===== config.mk =====
export PLATFORM = sky130hd
export DESIGN_NAME = jtdd_objdma_flat
export DESIGN_NICKNAME = d
export VERILOG_FILES = /design/src/rtl/jtdd_objdma_if.sv /design/src/rtl/jtdd_objdma.sv /design/src/flat_wrapper.sv
export SDC_FILE = /design/constraint.sdc
export NUM_CORES = 1
export LEC_CHECK = 0
export CAP_MARGIN = 20
export CORE_ASPECT_RATIO = 2
export CORE_MARGIN = 3
export CORE_UTILIZATION = 45
export DETAILED_ROUTE_END_ITERATION = 16
export GPL_TIMING_DRIVEN = 1
export PLACE_DENSITY_LB_ADDON = 0.08
export REMOVE_ABC_BUFFERS = 1
export SLEW_MARGIN = 25
export SYNTH_ARGS = -nofsm -noshare
export SYNTH_HDL_FRONTEND = slang
export SYNTH_SLANG_ARGS = --single-unit

===== constraint.sdc =====
create_clock -name clk -period 2.7 [get_ports clk]
set_input_delay 0.27 -clock clk [delete_from_list [all_inputs] [get_ports clk]]
set_output_delay 0.27 -clock clk [all_outputs]
set_load 0.05 [all_outputs]

===== src/rtl/jtdd_objdma_if.sv =====
// ---------------------------------------------------------------------------
// jtdd_objdma_if
// Bus bundle between the object-RAM DMA sequencer and its surroundings: the
// CPU bus handshake, the work-RAM read port and the object line-buffer write
// port.
//   bus_req   DMA -> CPU     request the CPU bus
//   bus_ack   CPU -> DMA     CPU has released the bus
//   blcnten   DMA -> RAM mux 1 = RAM address comes from obj_AB
//   obj_AB    DMA -> RAM     read address inside the object window
//   ram_dout  RAM -> DMA     read data, one cen tick behind obj_AB
//   buf_addr  DMA -> buffer  line-buffer write address
//   buf_data  DMA -> buffer  line-buffer write data
//   buf_we    DMA -> buffer  line-buffer write strobe
// Modports: master = DMA side, slave = CPU/RAM/buffer side.
// ---------------------------------------------------------------------------
interface jtdd_objdma_if #(
    parameter int AW = 9
);
    logic          bus_req;
    logic          bus_ack;
    logic          blcnten;
    logic [AW-1:0] obj_AB;
    logic [7:0]    ram_dout;
    logic [AW-1:0] buf_addr;
    logic [7:0]    buf_data;
    logic          buf_we;

    modport master (
        output bus_req, blcnten, obj_AB, buf_addr, buf_data, buf_we,
        input  bus_ack, ram_dout
    );

    modport slave (
        input  bus_req, blcnten, obj_AB, buf_addr, buf_data, buf_we,
        output bus_ack, ram_dout
    );
endinterface


===== src/rtl/jtdd_objdma.sv =====
// ---------------------------------------------------------------------------
// jtdd_objdma
// Copies the object table from the shared CPU work RAM into the object line
// buffer once per frame. At the start of vertical blank it requests the CPU
// bus, takes over the RAM address mux once the CPU acknowledges, streams LEN
// bytes and hands the bus back.
// Ports:
//   clk      system clock
//   rst_n    asynchronous reset, active low
//   cen      clock enable shared with the work RAM; all state moves on it
//   enable   1 = arm a copy on the next blanking start
//   LVBL     vertical blank, low while blanking
//   bus      jtdd_objdma_if master: bus handshake, RAM read, buffer write
//   busy     transfer in progress (request through release)
//   done     one-tick pulse when a full copy has been written
//   abort    one-tick pulse on request timeout or lost bus acknowledge
// ---------------------------------------------------------------------------
module jtdd_objdma #(
    parameter int AW      = 9,
    parameter int LEN     = 512,
    parameter int TIMEOUT = 255
) (
    input  logic                 clk,
    input  logic                 rst_n,
    input  logic                 cen,
    input  logic                 enable,
    input  logic                 LVBL,
    jtdd_objdma_if.master        bus,
    output logic                 busy,
    output logic                 done,
    output logic                 abort
);
    localparam logic [AW-1:0] LAST     = AW'(LEN - 1);
    localparam logic [7:0]    TMO_LAST = 8'(TIMEOUT - 1);

    typedef enum logic [2:0] {
        IDLE,
        REQ,
        COPY,
        FLUSH,
        REL
    } state_t;

    state_t        state_reg, state_next;
    logic [7:0]    cnt_reg, cnt_next;
    logic [AW-1:0] addr_reg, addr_next;
    logic          last_lvbl_reg;

    logic          start;
    logic          we;
    logic [AW-1:0] wa;
    logic [7:0]    wd;
    logic          done_c;
    logic          abort_c;

    // Falling edge of LVBL as seen on cen ticks
    assign start = last_lvbl_reg && !LVBL;

    always_ff @(posedge clk or negedge rst_n) begin
        if (!rst_n) begin
            state_reg     <= IDLE;
            cnt_reg       <= '0;
            addr_reg      <= '0;
            last_lvbl_reg <= 1'b1;
        end else if (cen) begin
            state_reg     <= state_next;
            cnt_reg       <= cnt_next;
            addr_reg      <= addr_next;
            last_lvbl_reg <= LVBL;
        end
    end

    always_comb begin
        state_next = state_reg;
        cnt_next   = cnt_reg;
        addr_next  = addr_reg;
        we         = 1'b0;
        wa         = '0;
        wd         = '0;
        done_c     = 1'b0;
        abort_c    = 1'b0;
        if (cen) begin
            case (state_reg)
                IDLE: begin
                    cnt_next = '0;
                    if (start && enable) begin
                        state_next = REQ;
                    end
                end
                REQ: begin
                    if (bus.bus_ack) begin
                        state_next = COPY;
                        addr_next  = '0;
                        cnt_next   = '0;
                    end else if (cnt_reg == TMO_LAST) begin
                        state_next = IDLE;
                        cnt_next   = '0;
                        abort_c    = 1'b1;
                    end else begin
                        cnt_next = cnt_reg + 8'd1;
                    end
                end
                COPY: begin
                    if (!bus.bus_ack) begin
                        state_next = REL;
                        abort_c    = 1'b1;
                    end else begin
                        // RAM data trails the address by one tick, so the
                        // very first tick (address 0 just issued) has
                        // nothing to write yet.
                        if (addr_reg != '0) begin
                            we = 1'b1;
                            wa = addr_reg - 1'b1;
                            wd = bus.ram_dout;
                        end
                        if (addr_reg == LAST) begin
                            state_next = FLUSH;
                        end else begin
                            addr_next = addr_reg + 1'b1;
                        end
                    end
                end
                FLUSH: begin
                    // Drain the byte still in flight from the last address
                    if (!bus.bus_ack) begin
                        state_next = REL;
                        abort_c    = 1'b1;
                    end else begin
                        we         = 1'b1;
                        wa         = LAST;
                        wd         = bus.ram_dout;
                        done_c     = 1'b1;
                        state_next = REL;
                    end
                end
                REL: begin
                    if (!bus.bus_ack) begin
                        state_next = IDLE;
                        addr_next  = '0;
                    end
                end
                default: begin
                    state_next = IDLE;
                end
            endcase
        end
    end

    assign bus.bus_req  = (state_reg == REQ) || (state_reg == COPY) || (state_reg == FLUSH);
    assign bus.blcnten  = (state_reg == COPY) || (state_reg == FLUSH);
    assign bus.obj_AB   = addr_reg;
    assign bus.buf_we   = we;
    assign bus.buf_addr = wa;
    assign bus.buf_data = wd;
    assign busy         = (state_reg != IDLE);
    assign done         = done_c;
    assign abort        = abort_c;
endmodule


===== src/flat_wrapper.sv =====
// flat-port wrapper written by rule: the top's interface ports become plain ports
module jtdd_objdma_flat 
#(
    parameter int AW      = 9,
    parameter int LEN     = 512,
    parameter int TIMEOUT = 255
)
  (clk, rst_n, cen, enable, LVBL, busy, done, abort, bus_bus_req, bus_blcnten, bus_obj_AB, bus_buf_addr, bus_buf_data, bus_buf_we, bus_bus_ack, bus_ram_dout);
  jtdd_objdma_if #(.AW(AW)) bus_i ();
  input  logic clk;
  input  logic rst_n;
  input  logic cen;
  input  logic enable;
  input  logic LVBL;
  output logic busy;
  output logic done;
  output logic abort;
  output wire logic [$bits(bus_i.bus_req)-1:0] bus_bus_req;
  output wire logic [$bits(bus_i.blcnten)-1:0] bus_blcnten;
  output wire logic [$bits(bus_i.obj_AB)-1:0] bus_obj_AB;
  output wire logic [$bits(bus_i.buf_addr)-1:0] bus_buf_addr;
  output wire logic [$bits(bus_i.buf_data)-1:0] bus_buf_data;
  output wire logic [$bits(bus_i.buf_we)-1:0] bus_buf_we;
  input wire logic [$bits(bus_i.bus_ack)-1:0] bus_bus_ack;
  input wire logic [$bits(bus_i.ram_dout)-1:0] bus_ram_dout;
  assign bus_bus_req = bus_i.bus_req;
  assign bus_blcnten = bus_i.blcnten;
  assign bus_obj_AB = bus_i.obj_AB;
  assign bus_buf_addr = bus_i.buf_addr;
  assign bus_buf_data = bus_i.buf_data;
  assign bus_buf_we = bus_i.buf_we;
  assign bus_i.bus_ack = bus_bus_ack;
  assign bus_i.ram_dout = bus_ram_dout;
  jtdd_objdma #(.AW(AW), .LEN(LEN), .TIMEOUT(TIMEOUT)) u_core (.clk(clk), .rst_n(rst_n), .cen(cen), .enable(enable), .LVBL(LVBL), .bus(bus_i), .busy(busy), .done(done), .abort(abort));
endmodule

**Yosys cells after proc, flatten, opt, wreduce, memory -nomap -nowiden**

Index checks and enable logic that the tools add are counted.

- Add/sub/neg operators: 3
- Eq/ne operators: 13
- Mux-type cells: 37
- Reduce and logical (&&, ||, !) cells: 15

Operator list:

| operator | number |
|---|---|
| $mux W9 | 8 |
| $mux W8 | 6 |
| $pmux W8 S2 | 2 |
| $pmux W9 S3 | 1 |
| $mux W3 | 6 |
| $pmux W9 S2 | 1 |
| $pmux W3 S5 | 1 |
| $mux W1 | 10 |
| $add A9 B1 Y9 const B | 1 |
| $eq A9 B9 Y1 const B | 1 |
| $reduce_bool A9 Y1 | 1 |
| $sub A9 B1 Y9 const B | 1 |
| $add A8 B1 Y8 const B | 1 |
| $eq A8 B8 Y1 const B | 1 |
| $ne A2 B2 Y1 const B | 4 |
| $eq A3 B2 Y1 const B | 2 |
| $ne A3 B2 Y1 const B | 2 |
| $reduce_and A6 Y1 | 1 |
| $reduce_bool A3 Y1 | 2 |
| $reduce_and A5 Y1 | 1 |
| $pmux W1 S2 | 2 |
| $eq A3 B1 Y1 const B | 1 |
| $eq A3 B3 Y1 const B | 1 |
| $logic_not A3 Y1 | 1 |
| other kinds (7) | 10 |

- Flip-flop bits (word level): 21
- Input port bits: 14
- Output and inout bits: 32
- Logic and storage cells: 72

**Logic depth before layout (Yosys ltp)**

Gate-level depths: netlist of the first run.

- Depth after elaboration: 5
- Depth in mapped cells: 9

**Least setup slack after synthesis of the first run**

OpenSTA, ideal clock, no wires.

- Path kind: register -> output
- From: reg u_core.addr_reg[0], in the netlist u_core.bus.obj_AB[0]
- To: out bus_buf_data[0]
- Arrival time: 2.711 ns
- Required time: 2.430 ns
- Setup slack: -0.281 ns
- Stages on the path, launching flop included: 8
- Path through: dfrtp_1 inv_1 ha_1 or3b_4 or4b_4 o31ai_4 inv_4 and2_1

- Longest elaborated chain between the ends: 5

RTL lines:

| what | line | RTL |
|---|---|---|
| start, declared | jtdd_objdma.sv:46 | `logic [AW-1:0] addr_reg, addr_next;` |
| start signal, assigned | jtdd_objdma.sv:68 | `addr_reg <= addr_next;` |
| $reduce_bool A9 Y1 | jtdd_objdma.sv:111 | `if (addr_reg != '0) begin` |
| $mux W8 | jtdd_objdma.sv:111 |  |
| $mux W8 | jtdd_objdma.sv:104 | `if (!bus.bus_ack) begin` |
| $pmux W8 S2 | jtdd_objdma.sv:83 | `case (state_reg)` |
| $mux W8 | jtdd_objdma.sv:82 | `if (cen) begin` |
| end, declared | flat_wrapper.sv:22 | `output wire logic [$bits(bus_i.buf_data)-1:0] bus_buf_data;` |

No other way between the ends.

**Worst setup path in the final report of the first run**

- From: reg u_core.addr_reg[1], in the netlist u_core.bus.obj_AB[1]
- To: out bus_buf_addr[3]

- Longest elaborated chain between the ends: 5
- Elaborated cells on any way between the ends: 6
- Those cells by class: add/sub: 1; mux: 4; reduce/logical: 1

RTL lines:

| what | line | RTL |
|---|---|---|
| $sub A9 B1 Y9 / $reduce_bool A9 Y1 (equally long branches) | jtdd_objdma.sv:113, jtdd_objdma.sv:111 |  |
| $mux W9 (*) | jtdd_objdma.sv:111 |  |
| $mux W9 (*) | jtdd_objdma.sv:104 |  |
| $pmux W9 S2 (*) | jtdd_objdma.sv:83 |  |
| $mux W9 (*) | jtdd_objdma.sv:82 |  |
| end, declared | flat_wrapper.sv:21 | `output wire logic [$bits(bus_i.buf_addr)-1:0] bus_buf_addr;` |

Mark *: on every way between the ends. The rest lies on a longest branch, timed or not.

==> results of run 1 <==
-- worst min-delay path by stage --
stage | slack, ns | to | cells past startpoint | startpoint
floorplan | -0.03 | u_core.bus.obj_AB[0]$_DFFE_PN0P_ | 0 | rst_n
global placement | 0.47 | u_core.cnt_reg[7]$_DFFE_PN0P_ | 1 | u_core.cnt_reg[7]$_DFFE_PN0P_
detailed placement | 0.47 | u_core.cnt_reg[7]$_DFFE_PN0P_ | 1 | u_core.cnt_reg[7]$_DFFE_PN0P_
CTS | 0.36 | u_core.cnt_reg[3]$_DFFE_PN0P_ | 2 | rst_n
global route | 0.37 | u_core.bus.obj_AB[0]$_DFFE_PN0P_ | 2 | rst_n
finish | 0.36 | u_core.cnt_reg[0]$_DFFE_PN0P_ | 2 | rst_n
-- final cells by class --
class,instances,share of cell area [%]
inverter,10,1.790
tap,31,1.734
clock inverter,1,0.2237
multi-input combinational,144,45.02
sequential,21,23.55
timing repair buffer,62,25.84
clock buffer,3,1.846
-- power breakdown --
group	switching [mW]	total (mW)	internal [mW]
clock	0.103	0.206	0.103
combinational	0.692	1.21	0.516
sequential	0.110	0.485	0.374
total	0.906	1.90	0.993
-- metal layers --
layer | vias to the layer above | wire, um | track usage [%]
li1 | 787 | - | -
met1 | 725 | 1656 | 24.37
met2 | 56 | 2365 | 39.81
met3 | 7 | 205 | 1.815
met4 | 0 | 79 | 7.843
met5 | - | 0 | 0
-- metrics by stage --
step / cells / setup TNS (ns) / worst slack (ns) / instance area [um^2]
final: 272 / 0 / 0.002732 / 2237
after global routing: 272 / -0.9160 / -0.07727 / 2237
after floorplan: 175 / -2.755 / -0.2815 / 1524
after detailed placement: 263 / 0 / 0.09214 / 2066
after CTS: 271 / -0.2484 / -0.03206 / 2185
after global placement: 263 / 0 / 0.1512 / 2066
-- synth_stat cells, drive strengths merged (2+ instances only) --
cell type / n / share of area (%)
clkbuf: 8 / 1.9
nand3: 8 / 2.6
dfrtp: 20 / 32
inv: 10 / 2.6
and4: 2 / 1.1
o21ai: 12 / 3.8
nand2: 9 / 2.2
nor3: 5 / 1.6
xnor2: 4 / 2.2
a21oi: 14 / 4.5
mux2i: 3 / 1.9
or3: 3 / 1.2
nand2b: 5 / 2.0
a211oi: 4 / 1.9
a31oi: 7 / 2.8
nor2b: 2 / 0.80
o22a: 3 / 1.8
and3: 7 / 3.0
mux2: 3 / 2.2
nand3b: 2 / 0.96
or3b: 2 / 1.3
o31ai: 5 / 3.3
or4: 3 / 1.5
and2: 8 / 3.4
ha: 5 / 4.0
nor2: 13 / 3.1
a22o: 2 / 1.1
-- repair_timing --
item	4_1_cts	5_1_grt
pin swaps	1	2
endpoints found under the setup margin	17	27
gates resized for setup	12	13
hold buffers	0	0
setup buffers	4	1
-- cell families (layout without fill, tap and decap cells) --
group / Yosys count / count (layout) / synth area share, %
buffers and inverters: 19 / 76 / 5.196
muxes: 6 / 6 / 4.077
xor gates and xnor gates: 5 / 5 / 2.798
adders and majority gates: 5 / 5 / 3.997
and+or+nand+nor: 75 / 75 / 27.98
DFF: 21 / 21 / 33.65
AOI/OAI and AO/OA: 53 / 53 / 22.30
==> metrics.md, run 1 <==
| Metric | Value |
|---|---|
| Critical path startpoint | `u_core.bus.obj_AB[1]$_DFFE_PN0P_` |
| Root buf cell | `clkbuf_8` |
| RR Endpoint | `u_core.bus.obj_AB[5]$_DFFE_PN0P_` |
| Die Height | `89.41 um` |
| Worst Setup End Kind | `output port` |
| Clock Sink Count | `21` |
| Total Routed Length | `4306 um` |
| First-pass GRT wire length | `6851 um` |
| Worst r2r path cells | `10` |
| Hpwl dp | `3268 um` |
| Area Overhead vs Synth | `42.93%` |
| FF/Latch Area | `526.8 um^2` |
| CP Cell Sequence | `inv_2, ha_4, or3b_4, or4b_4, o31ai_4, buf_6, a31oi_1, buf_4` |
| Family with the most delay on the worst path | `simple AND/OR/NAND/NOR gates` |
| Status | `finished, final reports clean` |
| Hold slack | `0.3571 ns` |
| CTS clk-pin slew, worst paths | `0.08 ns` |
| CP required | `2.43 ns` |
| # IOs | `46` |
| WL/cell | `15.83 um` |
| Seq/Total Area, Yosys | `33.65%` |
| Antenna Nets Post-Route | `0` |
| Pwr Density | `848.8 mW/mm^2` |
| Critical Path Slowest Stage Cell | `or4b_4` |
| Syn Inst Count | `184` |
| Worst slew pin tran | `0.6181 ns` |
| Share of layout cells above drive strength 1 | `28.63%` |
| Starting density of the core | `47.93%` |
| Setup Viol. Count Final | `0` |
| CP Class | `reg2out` |
| Insertion delay to the later sink of the worst-skew pair | `0.26 ns` |
| Synth unique cells | `49` |
| VDD IR max | `0.0005905 V` |
| Post-synth EDFFs | `0` |
| Max Slew Vio Count | `0` |
| Clock Skews | `0.004706 ns` |
| Ratio of final minimum period to clock period | `99.90%` |
| Die footprint | `0.004265 mm^2` |
| I/O Buffers | `45` |
| Vias per std cell | `5.790` |
| Hold violation count in the final report | `0` |
| DRC viols | `0` |
| Num CTS Buffers | `3` |
| FP Rows | `29` |
| Vias in the first global route | `1527` |
| Most common cell after layout, fill and taps aside | `buf_4` |
| WP depth | `8` |
| RSZ-0062 raised after global routing | `yes` |
| Placer Congestion | `0.8060` |
| Worst hold path type | `in2async` |
| Initial DRC Count | `37` |
| Slew headroom | `58.23%` |
| Core area | `0.003266 mm^2` |
| CP max FO | `8` |
| CTS tree | `done` |
| Most frequent cells in the layout | `buf_4, clkdlybuf4s50_1, dfrtp_1` |
| CTS max path bufs | `2` |
| Leak | `0.9946 nW` |
| Grt total ovfl | `0` |
| Tot Pwr | `1.899 mW` |
| Yosys warning count | `0` |
| WP data arrival | `2.43 ns` |
| Initial antenna violation count | `0` |
| Layout Utilization | `68.51%` |
| Ant diodes | `0` |
| H-tree levels | `1` |
| Syn Area/Cell | `8.507 um^2` |
| Post-synthesis cell area | `0.001565 mm^2` |
| Vias | `1575` |
| Most used DFF post-synth | `dfrtp_1` |
| Multi-input logic area | `0.001007 mm^2` |
| CP startpoint kind | `register` |
| Critical Path End | `bus_buf_addr[3]` |
| First-pass detailed-route iteration total | `4` |
| Largest register FFs | `9` |
| Crit path buf inv count | `3` |
| Worst r2r src | `u_core.bus.obj_AB[1]$_DFFE_PN0P_` |
| All-Layer GR Usage | `21.73%` |
| Seq cells post-synth | `21` |
| Post-synth ARST share | `100.0%` |
| Fmax | `0.3707 GHz` |
| Fill count | `283` |
| Die width | `47.71 um` |
| Post-layout min period | `2.697 ns` |
| Max stage delay on crit path | `0.51 ns` |
| Reg-to-reg setup timing slack | `0.14 ns` |
| Largest net degree at the start of global routing | `22` |
| Max_cap viols | `0` |
| Nets | `261` |
No activity file was read; power rests on OpenSTA's default activity.
==> run 2: changes to the inputs <==
--- a/config.mk
+++ b/config.mk
@@ -9,6 +9,7 @@
 export CORE_ASPECT_RATIO = 2
 export CORE_MARGIN = 3
 export CORE_UTILIZATION = 45
+export CTS_BUF_LIST = sky130_fd_sc_hd__clkbuf_4 sky130_fd_sc_hd__clkbuf_8
 export DETAILED_ROUTE_END_ITERATION = 16
 export GPL_TIMING_DRIVEN = 1
 export PLACE_DENSITY_LB_ADDON = 0.08
==> results of run 2 <==
The final DEF is identical to that of run 1; final timing and power are the same.
